## src/rtl/mem_port_arbiter.sv

```systemverilog
// Arbitrates one single-port synchronous RAM between instruction fetch and load/store.
// Data has fixed priority; each access runs issue -> latency countdown -> done -> idle.
module mem_port_arbiter #(
  parameter int ADDR_W  = 32,
  parameter int DATA_W  = 32,
  parameter int MEM_LAT = 2
) (
  input  logic              clk,
  input  logic              rst,
  input  logic              if_req,
  input  logic [ADDR_W-1:0] if_addr,
  output logic [DATA_W-1:0] if_rdata,
  output logic              if_ready,
  input  logic              d_req,
  input  logic              d_we,
  input  logic [ADDR_W-1:0] d_addr,
  input  logic [DATA_W-1:0] d_wdata,
  output logic [DATA_W-1:0] d_rdata,
  output logic              d_ready,
  output logic              mem_en,
  output logic              mem_we,
  output logic [ADDR_W-3:0] mem_addr,
  output logic [DATA_W-1:0] mem_wdata,
  input  logic [DATA_W-1:0] mem_rdata,
  output logic              stall
);

  typedef enum logic [1:0] {IDLE, BUSY_IF, BUSY_D, DONE} state_t;

  localparam logic [2:0] LAT_M1 = 3'(MEM_LAT - 1);

  state_t            state_q, state_d;
  logic [2:0]        cnt_q, cnt_d;
  logic              store_q, store_d;
  logic [DATA_W-1:0] if_rdata_q, d_rdata_q;
  logic              unused_addr_bits;

  assign unused_addr_bits = ^{if_addr[1:0], d_addr[1:0]};

  always_comb begin
    state_d   = state_q;
    cnt_d     = cnt_q;
    store_d   = store_q;
    mem_en    = 1'b0;
    mem_we    = 1'b0;
    mem_addr  = '0;
    mem_wdata = '0;
    if_ready  = 1'b0;
    d_ready   = 1'b0;
    unique case (state_q)
      IDLE: begin
        if (d_req) begin
          mem_en    = 1'b1;
          mem_we    = d_we;
          mem_addr  = d_addr[ADDR_W-1:2];
          mem_wdata = d_wdata;
          store_d   = d_we;
          // stores complete on the very next cycle, independent of read latency
          cnt_d     = d_we ? 3'd0 : LAT_M1;
          state_d   = BUSY_D;
        end else if (if_req) begin
          mem_en    = 1'b1;
          mem_addr  = if_addr[ADDR_W-1:2];
          store_d   = 1'b0;
          cnt_d     = LAT_M1;
          state_d   = BUSY_IF;
        end
      end
      BUSY_IF: begin
        if (cnt_q == 3'd0) begin
          if_ready = 1'b1;
          state_d  = DONE;
        end else begin
          cnt_d = cnt_q - 3'd1;
        end
      end
      BUSY_D: begin
        if (cnt_q == 3'd0) begin
          d_ready = 1'b1;
          state_d = DONE;
        end else begin
          cnt_d = cnt_q - 3'd1;
        end
      end
      DONE: state_d = IDLE;
      default: state_d = IDLE;
    endcase
    // A reset cycle neither issues nor completes anything.
    if (rst) begin
      mem_en    = 1'b0;
      mem_we    = 1'b0;
      mem_addr  = '0;
      mem_wdata = '0;
      if_ready  = 1'b0;
      d_ready   = 1'b0;
    end
  end

  always_ff @(posedge clk) begin
    if (rst) begin
      state_q    <= IDLE;
      cnt_q      <= '0;
      store_q    <= 1'b0;
      if_rdata_q <= '0;
      d_rdata_q  <= '0;
    end else begin
      state_q <= state_d;
      cnt_q   <= cnt_d;
      store_q <= store_d;
      if (if_ready) if_rdata_q <= mem_rdata;
      if (d_ready && !store_q) d_rdata_q <= mem_rdata;
    end
  end

  // RAM data is forwarded during the ready cycle so the core can use it immediately.
  assign if_rdata = if_ready ? mem_rdata : if_rdata_q;
  assign d_rdata  = (d_ready && !store_q) ? mem_rdata : d_rdata_q;
  assign stall    = (if_req & ~if_ready) | (d_req & ~d_ready);

endmodule
```

## config.mk

```make
export PLATFORM = sky130hd
export DESIGN_NAME = mem_port_arbiter
export DESIGN_NICKNAME = d
export VERILOG_FILES = /design/src/rtl/mem_port_arbiter.sv
export SDC_FILE = /design/constraint.sdc
export NUM_CORES = 1
export LEC_CHECK = 0
export CORE_ASPECT_RATIO = 1.5
export CORE_UTILIZATION = 35
export DETAILED_ROUTE_END_ITERATION = 10
export PLACE_DENSITY = 0.81
export SYNTH_ARGS = -nofsm -noshare
export SYNTH_HDL_FRONTEND = slang
export SYNTH_SLANG_ARGS = --single-unit
```

## constraint.sdc

```tcl
create_clock -name clk -period 3.02 [get_ports clk]
set_input_delay 0.302 -clock clk [delete_from_list [all_inputs] [get_ports clk]]
set_output_delay 0.302 -clock clk [all_outputs]
set_load 0.1 [all_outputs]
```

==> metrics.txt, run 1 <==
register area=1400 um^2; synthesized cell area=3710 um^2; mux share of post-synthesis cell area=0.126; # port buffers=259; core area=10200 um^2; initial antenna violation count=4; Post-layout nets=794; slew margin rel.=0.245; antenna viol nets, final=0; Fin Setup TNS=0 ns; io pins=264; Fillers=648; FFs w/ async S/R, synth=0; H-Tree Depth=3; Post-CTS Resized=0; Setup Fix Bufs, Post-CTS=0; syn nets=553; Final min period=2.70 ns; Chip Width=86.0 um; RSZ-0062 raised after global routing=no; fmax=0.370 GHz; largest net degree at the start of global routing=68; Synth area leaders=dfxtp_1 38%, mux2_4 11%, a22o_1 7.1%, and2_1 5.7%, and2b_1 5.7%; Startpoint Class=register; Gate Count Post-Synth=415; final setup fails=0; maxcap violations=0; average vias per placed instance=5.23; Distinct cells, synth=37; Multi-input gate area=2120 um^2; Num CTS Buffers=9; Syn Area/Cell=8.93 um^2; XOR/XNOR Fraction of Synth Area=0; Yosys top cell area share=0.378; placer's final routability congestion estimate=0.869; die height=128 um; GR Overflow Total=0; first-pass GRT wire length=23600 um; hold path cells=2; Hold Crit Class=in -> reg; P&R area growth vs syn=113%; Total GRT Usage=0.292; Synth Area in Adders=0.0169; Warnings, synthesis=0; simple-gate share of the synthesized area=0.237; Routed met3 length=1570 um; Main synth FF type=dfxtp_1; drt wl/cell=20.1 um; CTS Root Cell=clkbuf_16; most frequent cells in the layout=127 x clkdlybuf4s50_1, 121 x buf_12, 70 x dfxtp_1; DRT Pass-1 Iters=5; Routed WL=16200 um; DR WL met2=8120 um; Max FO, Critical Path=33; Final Cell Area=7880 um^2; Worst path max stage delay=0.53 ns; clk buf depth=2; CTS tree=built; detailed placement HPWL=12800 um; fin cells=804; R2R depth=6; Compound-Gate Fraction of Synth Area=0.186; die area=11000 um^2; EDFF count, synth=0; final hold slack=0.335 ns; period utilisation layout=0.896; crit-path cells=inv_1, ha_1, nand4bb_1, inv_2, nand3_1, nand2_1, buf_12; Leak=3.39 nW; critical path endpoint category=output port; worst skew pair latency=0.33 ns; Vias=4205; VDD IR max=0.430 mV; sequential element share of the synthesized area=0.378; slowest stage cell, crit path=inv_2; pwr/cell area=966 nW/um^2; max layer used=met5; Metal-1 WL=6090 um; Worst-Margin Slew=1.13 ns; vias in the first global route=4207; Sink Count=70; leading area contributor after synthesis=dfxtp_1; Critical Path AT=2.40 ns; Setup Skew=0.00542 ns; initial DRC count=282; Slew Limit Fails=0; share of cells above drive strength 1=0.286; most common cell after layout, fill and taps aside=clkdlybuf4s50_1; Placed Cells=786; DP Area=7550 um^2; largest family of logic cells by synthesized area=simple AND/OR/NAND/NOR gates; CP required=2.72 ns; Initial Util=0.364; final hold viol count=0; std cell rows=45; Clk pin slew, worst setup/hold paths=0.05 ns; Seq cells post-synth=70; status=complete, no violations; # DRC=0; Setup CP Type=reg -> out; Hold-fix buffers, CTS=0
==> sequential cells by signal (all words and copies together) (netlist names) <==
signal      flops
if_rdata_q     32
store_q         1
state_q         2
d_rdata_q      32
cnt_q           3
==> power by group <==
group | internal, mW | total (mW) | switching, mW
registers | 1.05 | 1.10 | 0.0479
logic | 1.81 | 5.37 | 3.56
clock network | 0.747 | 1.14 | 0.396
total | 3.61 | 7.62 | 4.01
==> synthesized netlist by cell type, types with 4 or more instances <==
master	count
buf_2	10
a22o_1	30
a21oi_1	34
nor2_1	6
dfxtp_1	70
and2b_1	28
ha_1	5
clkbuf_1	20
and2_1	34
inv_1	8
mux2_4	28
nor2b_1	7
nand3_1	32
mux2_2	4
nand2_1	35
nand2b_1	4
o21ai_0	37
==> worst paths after layout <==
kind         slack (ns)             end     startpoint
max                0.32     d_rdata[30]       cnt_q[0]
min                0.34         store_q            rst
max reg2reg        1.02  if_rdata_q[20]       cnt_q[0]
min reg2reg        0.50   d_rdata_q[27]  d_rdata_q[27]
==> cell type report <==
cell class | count | area share
diodes | 2 | 0.000635
repair buffers | 265 | 0.484
inverters | 9 | 0.00429
multi-input cells | 301 | 0.269
well taps | 141 | 0.0224
clock buffers | 11 | 0.0308
flip-flops and latches | 70 | 0.178
clock inverters | 5 | 0.0105
==> critical path, delay by kind of cell (launching register included) <==
kind | cells | cell delay [ns]
adder cells (fa/ha/maj) | 1 | 0.26
buffers and inverters | 3 | 0.84
flip-flops | 1 | 0.34
AND/OR/NAND/NOR | 3 | 0.60
==> through the flow <==
step | utilization | setup slack, ns | power (mW)
after floorplan | - | 0.203 | 4.55
after global placement | 0.741 | 0.668 | 6.38
after detailed placement | 0.741 | 0.583 | 6.47
after CTS | 0.773 | 0.345 | 7.62
after global routing | 0.773 | 0.167 | 7.82
final | 0.773 | 0.315 | 7.62
==> layer usage <==
layer | vias up | global-route usage
li1 | 1932 | -
met3 | 32 | 0.0914
met4 | 4 | 0.0980
met5 | - | 0
met2 | 268 | 0.508
met1 | 1969 | 0.334
==> kinds of logic (layout without fill, tap and decap cells) <==
kind of cell,after synthesis,in the layout
AOI/OAI and AO/OA,109,109
adders and majority gates,5,5
buffers and inverters,44,290
DFF,70,70
muxes,32,32
other,0,2
and+or+nand+nor,155,155
Note: power is estimated with default switching activity, not from simulation.
==> run 2: changes to the inputs <==
==> config.mk (replaced) <==
export PLATFORM = sky130hd
export DESIGN_NAME = mem_port_arbiter
export DESIGN_NICKNAME = d
export VERILOG_FILES = /design/src/rtl/mem_port_arbiter.sv
export SDC_FILE = /design/constraint.sdc
export NUM_CORES = 1
export LEC_CHECK = 0
export CORE_AREA = 2 2 102 104
export DETAILED_ROUTE_END_ITERATION = 10
export DIE_AREA = 0 0 104 106
export PLACE_DENSITY = 0.86
export SYNTH_ARGS = -nofsm -noshare
export SYNTH_HDL_FRONTEND = slang
export SYNTH_SLANG_ARGS = --single-unit
==> metrics.txt, run 2 (synthesis results as in run 1) <==
CTS Root Cell=clkbuf_8; # DRC=0 (unchanged); period utilisation layout=0.887 (-0.00848); fmax=0.373 GHz (+0.96%); status=complete, no violations; Num CTS Buffers=9 (unchanged); Crit path max-delay family=buffers and inverters; placer's final routability congestion estimate=0.803 (-7.6%); die height=106 um (-17%); min-delay src=rst; Startpoint Class=register; Critical Path AT=2.38 ns (-0.02 ns); most frequent cells in the layout=128 x buf_12, 127 x clkdlybuf4s50_1, 70 x dfxtp_1; critical path endpoint category=output port; Setup CP Type=reg -> out; share of cells above drive strength 1=0.289 (+0.00323); Initial Util=0.371 (+0.00696); Clk pin slew, worst setup/hold paths=0.08 ns (+0.03 ns); initial antenna violation count=0 (-4); Power Total=7.35 mW (-3.5%); largest net degree at the start of global routing=39 (-43%); CP required=2.72 ns (about the same); Final min period=2.68 ns (-0.0256 ns); DRT Pass-1 Iters=7 (+2); DP Worst Slack=0.679 ns (+0.0953 ns); # diodes=0 (-2); CP Launch Point=cnt_q[0]; RSZ-0062 raised after global routing=no; final worst slack=0.341 ns (+0.0256 ns); slowest stage cell, crit path=inv_2; GR Overflow Total=0 (unchanged); P&R area growth vs syn=113% (about the same); clk buf depth=2 (unchanged); Worst path max stage delay=0.52 ns (about the same); slew margin rel.=0.245 (-0.000508); final hold viol count=0 (unchanged); core area=10000 um^2 (-1.9%); R2R depth=6 (unchanged); Critical path buffers and inverters=3 (unchanged); Worst-Margin Slew=1.13 ns (+0.000761 ns); pwr/cell area=933 nW/um^2 (-3.4%); top flop regs=d_rdata_q: 32 flops, if_rdata_q: 32 flops, cnt_q: 3 flops; drt wl/cell=18.5 um (-8.1%); Sink Count=70 (unchanged); hold path cells=2 (unchanged); antenna viol nets, final=0 (unchanged); Post-layout nets=797 (+0.38%); average vias per placed instance=5.12 (-2.1%); worst skew pair latency=0.35 ns (+0.02 ns); Chip Width=104 um (+21%); final setup fails=0 (unchanged); worst r2r src=cnt_q[0]; crit-path cells=inv_1, ha_1, nand4bb_1, inv_2, nand3_1, nand2_1, buf_12; vias in the first global route=4350 (+3.4%); # port buffers=259 (unchanged); Leak=3.37 nW (-0.44%); most common cell after layout, fill and taps aside=buf_12; Max FO, Critical Path=33 (unchanged); VDD IR max=0.393 mV (-8.5%); std cell rows=37 (-18%); io pins=264 (unchanged); Fin Setup TNS=0 ns (unchanged); Routed WL=14800 um (-8.6%); Total GRT Usage=0.262 (-0.0296); Setup crit end=d_rdata[23]; CTS tree=built; Setup Skew=0.0119 ns (+0.00644 ns); die area=11000 um^2 (about the same); maxcap violations=0 (unchanged); Vias=4095 (-2.6%); Setup Fix Bufs, Post-CTS=0 (unchanged); Post-CTS Resized=0 (unchanged); detailed placement HPWL=11700 um (-8.4%); Hold Crit Class=in -> reg; Slew Limit Fails=0 (unchanged); critical path depth in cells=7 (unchanged); H-Tree Depth=3 (unchanged); Hold-fix buffers, CTS=0 (unchanged); Reg-to-Reg End=if_rdata_q[0]; first-pass GRT wire length=22900 um (-3.3%); initial DRC count=203 (-28%); reg2reg setup slack=1.00 ns (-0.02 ns)
==> run 2: changes by cell type in the layout (fill, tap and decap cells not counted), sizes merged <==
cell      previous run  this run
diode                2         0
clkinv               3         1
inv                  9        10
clkinvlp             0         1
buf                138       141
==> run 2: how the worst min path moves through the flow <==
stage	to
after floorplan	cnt_q[1]
after global placement	cnt_q[1]
after detailed placement	cnt_q[1]
after CTS	d_rdata_q[18]
after global routing	d_rdata_q[22]
final	d_rdata_q[22]
==> run 2: final cells by class <==
class	instances	area, um^2
clock inverter	5	81.3
timing repair buffer	268	3930
clock buffer	11	141
inverter	9	33.8
multi-input combinational	301	2120
fill	609	2120
tap	136	170
sequential	70	1400
==> run 2: stage by stage <==
step	cell area, um^2	hold slack [ns]	utilization	instances
floorplan	3710	0.448	-	415
global placement	7660	0.457	0.766	784
detailed placement	7660	0.488	0.766	784
CTS	7880	0.355	0.788	800
global route	7880	0.374	0.788	800
finish	7880	0.369	0.788	800
==> run 2: metal layers <==
layer | global-route usage | part of all wire | vias up
li1 | - | - | 1935
met1 | 0.261 | 0.34 | 1933
met2 | 0.512 | 0.56 | 194
met3 | 0.0681 | 0.067 | 33
met4 | 0.110 | 0.032 | 0
met5 | 0 | 0 | -
==> run 2: where the power goes <==
part | switching (mW) | internal [mW] | leakage [nW]
clock network | 0.354 | 0.489 | 0.110
logic | 3.53 | 1.88 | 2.69
registers | 0.0475 | 1.05 | 0.567
total | 3.93 | 3.42 | 3.37
